==> config.mk <==
export PLATFORM = sky130hd
export DESIGN_NAME = mmio_bus_arbiter_flat
export DESIGN_NICKNAME = d
export VERILOG_FILES = /design/src/rtl/mmio_bus_arbiter_if.sv /design/src/rtl/mmio_bus_arbiter.sv /design/src/flat_wrapper.sv
export SDC_FILE = /design/constraint.sdc
export NUM_CORES = 1
export LEC_CHECK = 0
export BUFFER_PORTS_ARGS = -buffer_cell sky130_fd_sc_hd__buf_2
export CAP_MARGIN = 20
export CORE_AREA = 2 2 263 265
export CTS_BUF_LIST = sky130_fd_sc_hd__clkbuf_8
export CTS_CLUSTER_SIZE = 25
export DETAILED_ROUTE_END_ITERATION = 7
export DIE_AREA = 0 0 265 267
export PLACE_DENSITY = 0.48
export RECOVER_POWER = 50
export SLEW_MARGIN = 20
export SYNTH_ARGS = -nofsm -noshare
export SYNTH_HDL_FRONTEND = slang
export SYNTH_SLANG_ARGS = --single-unit
==> constraint.sdc <==
create_clock -name clk -period 5 [get_ports clk]
set_input_delay 0.75 -clock clk [delete_from_list [all_inputs] [get_ports clk]]
set_output_delay 0.75 -clock clk [all_outputs]
set_load 0.05 [all_outputs]
==> src/rtl/mmio_bus_arbiter_if.sv <==
// Signal bundle between the two core requesters, the arbiter and the shared MMIO memory port.
// master: the arbiter's view (it serves the requesters and masters the memory port).
// slave : the surrounding system's view (requesters plus memory).
interface mmio_bus_arbiter_if #(
   parameter int ADDR_W = 64,
   parameter int DATA_W = 64
);
   localparam int MASK_W = DATA_W / 8;

   // requester 0: instruction fetch
   logic [ADDR_W-1:0] m0_addr;
   logic              m0_ren;
   logic              m0_wen;
   logic [DATA_W-1:0] m0_wdata;
   logic [MASK_W-1:0] m0_wmask;
   logic [DATA_W-1:0] m0_rdata;
   logic              m0_stall;

   // requester 1: load/store unit
   logic [ADDR_W-1:0] m1_addr;
   logic              m1_ren;
   logic              m1_wen;
   logic [DATA_W-1:0] m1_wdata;
   logic [MASK_W-1:0] m1_wmask;
   logic [DATA_W-1:0] m1_rdata;
   logic              m1_stall;

   // shared memory port
   logic [ADDR_W-1:0] s_waddr;
   logic [ADDR_W-1:0] s_raddr;
   logic              s_ren;
   logic              s_wen;
   logic [DATA_W-1:0] s_wdata;
   logic [MASK_W-1:0] s_wmask;
   logic [DATA_W-1:0] s_rdata;
   logic              s_rvalid;
   logic              s_wvalid;

   // status
   logic [1:0]        grant;
   logic              bus_err;

   modport master (
      input  m0_addr, m0_ren, m0_wen, m0_wdata, m0_wmask,
      output m0_rdata, m0_stall,
      input  m1_addr, m1_ren, m1_wen, m1_wdata, m1_wmask,
      output m1_rdata, m1_stall,
      output s_waddr, s_raddr, s_ren, s_wen, s_wdata, s_wmask,
      input  s_rdata, s_rvalid, s_wvalid,
      output grant, bus_err
   );

   modport slave (
      output m0_addr, m0_ren, m0_wen, m0_wdata, m0_wmask,
      input  m0_rdata, m0_stall,
      output m1_addr, m1_ren, m1_wen, m1_wdata, m1_wmask,
      input  m1_rdata, m1_stall,
      input  s_waddr, s_raddr, s_ren, s_wen, s_wdata, s_wmask,
      output s_rdata, s_rvalid, s_wvalid,
      input  grant, bus_err
   );
endinterface

==> src/rtl/mmio_bus_arbiter.sv <==
// Round-robin arbiter sharing one MMIO memory port between instruction fetch (m0) and
// load/store (m1). The winning request is latched and held until the slave completes it
// or the watchdog aborts it; each access is IDLE -> BUSY -> DONE.
module mmio_bus_arbiter #(
   parameter int ADDR_W      = 64,
   parameter int DATA_W      = 64,
   parameter int TIMEOUT_CYC = 255
) (
   input  logic                clk,
   input  logic                rstn,
   mmio_bus_arbiter_if.master  bus
);
   localparam int          MASK_W = DATA_W / 8;
   localparam logic [31:0] TO_LIM = 32'(TIMEOUT_CYC);

   typedef enum logic [1:0] {IDLE, BUSY, DONE} state_t;

   state_t            r_state;
   state_t            w_state_nxt;
   logic              r_rr_ptr;
   logic              r_owner;
   logic              r_op_wr;
   logic              r_bus_err;
   logic [ADDR_W-1:0] r_addr;
   logic [DATA_W-1:0] r_wdata;
   logic [MASK_W-1:0] r_wmask;
   logic [DATA_W-1:0] r_rdata0;
   logic [DATA_W-1:0] r_rdata1;
   logic [15:0]       r_wdog;

   logic              w_req0;
   logic              w_req1;
   logic              w_any_req;
   logic              w_winner;
   logic              w_complete;
   logic              w_wdog_hit;
   logic              w_timeout;
   logic              w_done0;
   logic              w_done1;
   logic              w_win_wr;
   logic [ADDR_W-1:0] w_win_addr;
   logic [DATA_W-1:0] w_win_wdata;
   logic [MASK_W-1:0] w_win_wmask;

   assign w_req0    = bus.m0_ren | bus.m0_wen;
   assign w_req1    = bus.m1_ren | bus.m1_wen;
   assign w_any_req = w_req0 | w_req1;
   // Contention goes to the round-robin pointer; otherwise the lone requester wins.
   assign w_winner  = (w_req0 & w_req1) ? r_rr_ptr : w_req1;

   assign w_win_wr    = w_winner ? bus.m1_wen   : bus.m0_wen;
   assign w_win_addr  = w_winner ? bus.m1_addr  : bus.m0_addr;
   assign w_win_wdata = w_winner ? bus.m1_wdata : bus.m0_wdata;
   assign w_win_wmask = w_winner ? bus.m1_wmask : bus.m0_wmask;

   // Only the valid matching the latched op completes it; the other is ignored.
   assign w_complete = r_op_wr ? bus.s_wvalid : bus.s_rvalid;
   assign w_wdog_hit = (TO_LIM != '0) && (({16'd0, r_wdog} + 32'd1) >= TO_LIM);
   assign w_timeout  = (r_state == BUSY) && !w_complete && w_wdog_hit;

   assign bus.s_waddr  = r_addr;
   assign bus.s_raddr  = r_addr;
   assign bus.s_wdata  = r_wdata;
   assign bus.s_wmask  = r_wmask;
   assign bus.m0_rdata = r_rdata0;
   assign bus.m1_rdata = r_rdata1;
   assign bus.bus_err  = r_bus_err;

   // State register
   always_ff @(posedge clk or negedge rstn) begin
      if (!rstn) r_state <= IDLE;
      else       r_state <= w_state_nxt;
   end

   // Next-state logic
   always_comb begin
      w_state_nxt = r_state;
      unique case (r_state)
         IDLE:    if (w_any_req) w_state_nxt = BUSY;
         BUSY:    if (w_complete || w_timeout) w_state_nxt = DONE;
         DONE:    w_state_nxt = IDLE;
         default: w_state_nxt = IDLE;
      endcase
   end

   // Outputs decoded from state: strobes, grant, per-requester done and stall
   always_comb begin
      bus.s_ren = 1'b0;
      bus.s_wen = 1'b0;
      bus.grant = '0;
      w_done0   = 1'b0;
      w_done1   = 1'b0;
      if (r_state == BUSY) begin
         bus.s_ren = ~r_op_wr;
         bus.s_wen = r_op_wr;
      end
      if (r_state != IDLE) bus.grant = r_owner ? 2'b10 : 2'b01;
      if (r_state == DONE) begin
         w_done0 = ~r_owner;
         w_done1 = r_owner;
      end
      bus.m0_stall = w_req0 & ~w_done0;
      bus.m1_stall = w_req1 & ~w_done1;
   end

   // Request latch, round-robin pointer, read-data capture, watchdog and error pulse
   always_ff @(posedge clk or negedge rstn) begin
      if (!rstn) begin
         r_rr_ptr  <= 1'b0;
         r_owner   <= 1'b0;
         r_op_wr   <= 1'b0;
         r_bus_err <= 1'b0;
         r_addr    <= '0;
         r_wdata   <= '0;
         r_wmask   <= '0;
         r_rdata0  <= '0;
         r_rdata1  <= '0;
         r_wdog    <= '0;
      end else begin
         r_bus_err <= 1'b0;
         if (r_state == IDLE && w_any_req) begin
            r_owner  <= w_winner;
            r_rr_ptr <= ~w_winner;
            r_op_wr  <= w_win_wr;
            r_addr   <= w_win_addr;
            r_wdata  <= w_win_wdata;
            r_wmask  <= w_win_wmask;
         end
         // Writes and aborts both return zero read data to the owner.
         if (r_state == BUSY && (w_complete || w_timeout)) begin
            if (r_owner) r_rdata1 <= (w_complete && !r_op_wr) ? bus.s_rdata : '0;
            else         r_rdata0 <= (w_complete && !r_op_wr) ? bus.s_rdata : '0;
            r_bus_err <= w_timeout;
         end
         if (r_state == BUSY && w_state_nxt == BUSY) begin
            if (r_wdog != '1) r_wdog <= r_wdog + 16'd1;
         end else begin
            r_wdog <= '0;
         end
      end
   end
endmodule

==> src/flat_wrapper.sv <==
// flat-port wrapper written by rule: the top's interface ports become plain ports
module mmio_bus_arbiter_flat 
#(
   parameter int ADDR_W      = 64,
   parameter int DATA_W      = 64,
   parameter int TIMEOUT_CYC = 255
)
  (clk, rstn, bus_m0_addr, bus_m0_ren, bus_m0_wen, bus_m0_wdata, bus_m0_wmask, bus_m0_rdata, bus_m0_stall, bus_m1_addr, bus_m1_ren, bus_m1_wen, bus_m1_wdata, bus_m1_wmask, bus_m1_rdata, bus_m1_stall, bus_s_waddr, bus_s_raddr, bus_s_ren, bus_s_wen, bus_s_wdata, bus_s_wmask, bus_s_rdata, bus_s_rvalid, bus_s_wvalid, bus_grant, bus_bus_err);
  mmio_bus_arbiter_if #(.ADDR_W(ADDR_W), .DATA_W(DATA_W)) bus_i ();
  input  logic clk;
  input  logic rstn;
  input wire logic [$bits(bus_i.m0_addr)-1:0] bus_m0_addr;
  input wire logic [$bits(bus_i.m0_ren)-1:0] bus_m0_ren;
  input wire logic [$bits(bus_i.m0_wen)-1:0] bus_m0_wen;
  input wire logic [$bits(bus_i.m0_wdata)-1:0] bus_m0_wdata;
  input wire logic [$bits(bus_i.m0_wmask)-1:0] bus_m0_wmask;
  output wire logic [$bits(bus_i.m0_rdata)-1:0] bus_m0_rdata;
  output wire logic [$bits(bus_i.m0_stall)-1:0] bus_m0_stall;
  input wire logic [$bits(bus_i.m1_addr)-1:0] bus_m1_addr;
  input wire logic [$bits(bus_i.m1_ren)-1:0] bus_m1_ren;
  input wire logic [$bits(bus_i.m1_wen)-1:0] bus_m1_wen;
  input wire logic [$bits(bus_i.m1_wdata)-1:0] bus_m1_wdata;
  input wire logic [$bits(bus_i.m1_wmask)-1:0] bus_m1_wmask;
  output wire logic [$bits(bus_i.m1_rdata)-1:0] bus_m1_rdata;
  output wire logic [$bits(bus_i.m1_stall)-1:0] bus_m1_stall;
  output wire logic [$bits(bus_i.s_waddr)-1:0] bus_s_waddr;
  output wire logic [$bits(bus_i.s_raddr)-1:0] bus_s_raddr;
  output wire logic [$bits(bus_i.s_ren)-1:0] bus_s_ren;
  output wire logic [$bits(bus_i.s_wen)-1:0] bus_s_wen;
  output wire logic [$bits(bus_i.s_wdata)-1:0] bus_s_wdata;
  output wire logic [$bits(bus_i.s_wmask)-1:0] bus_s_wmask;
  input wire logic [$bits(bus_i.s_rdata)-1:0] bus_s_rdata;
  input wire logic [$bits(bus_i.s_rvalid)-1:0] bus_s_rvalid;
  input wire logic [$bits(bus_i.s_wvalid)-1:0] bus_s_wvalid;
  output wire logic [$bits(bus_i.grant)-1:0] bus_grant;
  output wire logic [$bits(bus_i.bus_err)-1:0] bus_bus_err;
  assign bus_i.m0_addr = bus_m0_addr;
  assign bus_i.m0_ren = bus_m0_ren;
  assign bus_i.m0_wen = bus_m0_wen;
  assign bus_i.m0_wdata = bus_m0_wdata;
  assign bus_i.m0_wmask = bus_m0_wmask;
  assign bus_m0_rdata = bus_i.m0_rdata;
  assign bus_m0_stall = bus_i.m0_stall;
  assign bus_i.m1_addr = bus_m1_addr;
  assign bus_i.m1_ren = bus_m1_ren;
  assign bus_i.m1_wen = bus_m1_wen;
  assign bus_i.m1_wdata = bus_m1_wdata;
  assign bus_i.m1_wmask = bus_m1_wmask;
  assign bus_m1_rdata = bus_i.m1_rdata;
  assign bus_m1_stall = bus_i.m1_stall;
  assign bus_s_waddr = bus_i.s_waddr;
  assign bus_s_raddr = bus_i.s_raddr;
  assign bus_s_ren = bus_i.s_ren;
  assign bus_s_wen = bus_i.s_wen;
  assign bus_s_wdata = bus_i.s_wdata;
  assign bus_s_wmask = bus_i.s_wmask;
  assign bus_i.s_rdata = bus_s_rdata;
  assign bus_i.s_rvalid = bus_s_rvalid;
  assign bus_i.s_wvalid = bus_s_wvalid;
  assign bus_grant = bus_i.grant;
  assign bus_bus_err = bus_i.bus_err;
  mmio_bus_arbiter #(.ADDR_W(ADDR_W), .DATA_W(DATA_W), .TIMEOUT_CYC(TIMEOUT_CYC)) u_core (.clk(clk), .rstn(rstn), .bus(bus_i));
endmodule
==> results.txt <==
Cells after Synth - 1,069
Setup violations, final - 0
I/O Pins - 679
Power per Cell Area - 879 mW/mm2
DRC Markers - 0
RSZ-0062 raised after global routing - false
Syn. warnings - 0
max_cap viols - 1
final hold slack - 0.312 ns
post-synth top area share - 59.4%
CTS tree - done
CP Data Required Time - 5.56 ns
Total Routed Length - 47.3 mm
Starting Density - 17.7%
layout net count - 2,016
startpoint types - flop
total track usage - 12.6%
Primary FF master, synth - dfrtp_1
fmax - 330 MHz
Max VDD drop - 0.440 mV
# port buffers - 678
die area - 0.0708 mm2
Wirelength per Cell - 18.2 um
Pre-antenna DRT Iters - 5
layout cells sized above 1 - 36.7%
later-pin clock latency in the skew report - 0.63 ns
initial antenna violation count - 10
post-CTS sizing - 0
HPWL after DPL - 34.0 mm
pin count of the biggest net entering global routing - 138
first-pass GRT wire length - 69.2 mm
worst-margin pin slew - 2.75 ns
hold buffers post-CTS - 0
Num CTS Buffers - 54
Final Power - 14,900 uW
H-Tree Level Count - 2
Post-synth EDFFs - 0
vias in the first global route - 11,362
Post-Syn Area per Cell - 11.3 um2
Fin Setup TNS - 0 ns
violated checks - max-capacitance violations, max-slew violations
CP Class - reg -> reg
Critical Path AT - 3.59 ns
Core ar. - 0.0680 mm2
gpl congestion - 0.830
row count - 96
post-synth cell types - 41
Leakage - 0.00832 uW
share of async-settable or async-resettable flops after synthesis - 100%
Worst Hold Class - in -> reg
Die X - 265 um
largest cells by area after synthesis - dfrtp_1 59%, a32o_1 11%, nand2_1 8.7%, a22oi_1 8.5%, buf_4 4.0%
vias per cell - 4.30
antenna viol nets, final - 0
FF-to-FF setup slack - 1.97 ns
Synth Cell Area - 0.0120 mm2
Die Span Y - 267 um
GRT overflow - 0
Max Transition Viols Final - 101
setup bufs post-CTS - 0
Slew HR - -83.5%
Layout Area Growth over Synthesis - 40.4%
status - finished, violations left
Root Buffer - clkbuf_8
synthesized flop and latch total - 286
post-synthesis sequential area ratio - 59.4%
fin crit period - 3.03 ns
via count - 11,184
initial DRC count - 664
worst-path fanout max - 64
total clock sinks - 286
Fin. Hold Viols - 0
CTS max path bufs - 3
dominant cell type by area after synthesis - dfrtp_1
Final period util - 60.7%
Clock Skew - 0.0401 ns
type of element capturing the critical path - flop
clock slew at reported path FFs - 0.06 ns
-- placed cells by master, fill, tap and decap left out, types with 3 or more instances in the layout --
| master | n |
|---|---|
| buf_2 | 516 |
| dfrtp_1 | 286 |
| nand2_1 | 280 |
| clkbuf_1 | 161 |
| a22oi_1 | 137 |
| a32o_1 | 128 |
| clkbuf_8 | 65 |
| inv_1 | 19 |
| nor2_1 | 11 |
| a21oi_1 | 9 |
| clkinv_2 | 9 |
| conb_1 | 8 |
| diode_2 | 7 |
| bufinv_16 | 7 |
| buf_4 | 7 |
| nand3_1 | 6 |
| xnor2_1 | 6 |
| nand4_1 | 5 |
| buf_12 | 5 |
| a21o_1 | 3 |
| nor4_1 | 3 |
| nor2_4 | 3 |
-- worst paths after layout --
| check | start | endpoint | cells past startpoint |
|---|---|---|---|
| worst min register to register | u_core.bus.m0_rdata[55] | u_core.bus.m0_rdata[55] | 1 |
| max in group asynchronous | rstn | u_core.bus.m0_rdata[8] | 2 |
| worst max-delay path | u_core.r_wdog[0] | u_core.bus.m0_rdata[35] | 8 |
| worst max register to register | u_core.r_wdog[0] | u_core.bus.m0_rdata[35] | 8 |
| worst min-delay path | bus_m1_addr[55] | u_core.bus.s_raddr[55] | 3 |
| min in group asynchronous | rstn | u_core.bus.m0_rdata[48] | 1 |
-- synthesized netlist by cell type (2+ instances only) --
cell type  instances
a21oi_1            9
clkbuf_1          74
nand2b_1           2
nor3_1             2
or4_1              2
a21o_1             3
xnor2_1            6
buf_4             64
nand3_1            6
nor3_2             2
nor2_1            14
a22oi_1          137
dfrtp_1          286
nor2b_1            2
ha_1               2
inv_1              5
nand2_1          280
and4_1             2
xor2_1             2
a31oi_1            2
buf_6             13
o41ai_4            2
a32o_1           128
nor4_1             3
nand4_1            5
-- report_power, final --
part | internal (uW) | switching (uW) | total, uW | leakage [uW]
Clock | 1540 | 1060 | 2600 | 0.000689
Combinational | 1730 | 6590 | 8320 | 0.00396
Sequential | 3290 | 656 | 3950 | 0.00367
-- per-layer routing --
| layer | vias to the layer above | routed length, um | global-route usage [%] |
|---|---|---|---|
| met5 | - | 41 | 0 |
| met3 | 120 | 4370 | 4.63 |
| met2 | 530 | 23200 | 21.3 |
| met1 | 5480 | 17200 | 13.7 |
| li1 | 5048 | - | - |
| met4 | 6 | 2440 | 7.07 |
-- registers in the layout, summed over array words and instances, names as in the netlist --
signal	flops
u_core.bus.bus_err	1
u_core.bus.m0_rdata	64
u_core.bus.m1_rdata	64
u_core.bus.s_raddr	64
u_core.bus.s_wdata	64
u_core.bus.s_wmask	8
u_core.r_op_wr	1
u_core.r_owner	1
u_core.r_rr_ptr	1
u_core.r_state	2
u_core.r_wdog	16
-- cell families after synthesis --
family	synth area share [%]
compound gates	20.8
xor+xnor	0.582
fa+ha+maj	0.208
buf+inv	7.70
flops	59.4
mux	0.197
other cells	0.0311
simple gates	11.1
-- worst max-delay path: stages (launching register included) --
cell,delay [ns]
dfrtp_1,0.43
ha_1,0.23
nand3_1,0.11
nor4_1,0.39
mux2i_2,0.31
nand4_4,0.19
o41ai_4,0.34
buf_4,0.67
a32o_1,0.23
-- layout make-up --
| type | instances | area, um2 |
|---|---|---|
| fillers | 7455 | 51100 |
| flip-flops and latches | 286 | 7160 |
| multi-input cells | 633 | 4030 |
| repair buffers | 690 | 3340 |
| well taps | 882 | 1100 |
| clock buffers | 65 | 895 |
| clock inverters | 33 | 343 |
| inverters | 5 | 18.8 |
| diodes | 7 | 17.5 |
-- through the flow --
step	util, %	setup slack (ns)	area, um2	instances
final	24.9	1.97	16900	2601
after global routing	24.9	1.71	16900	2600
after CTS	25.2	1.98	17100	2594
after detailed placement	23.3	1.95	15900	2496
after global placement	23.3	1.85	15900	2496
after floorplan	-	2.46	12100	1076
Note: power is estimated with default switching activity, not from simulation.
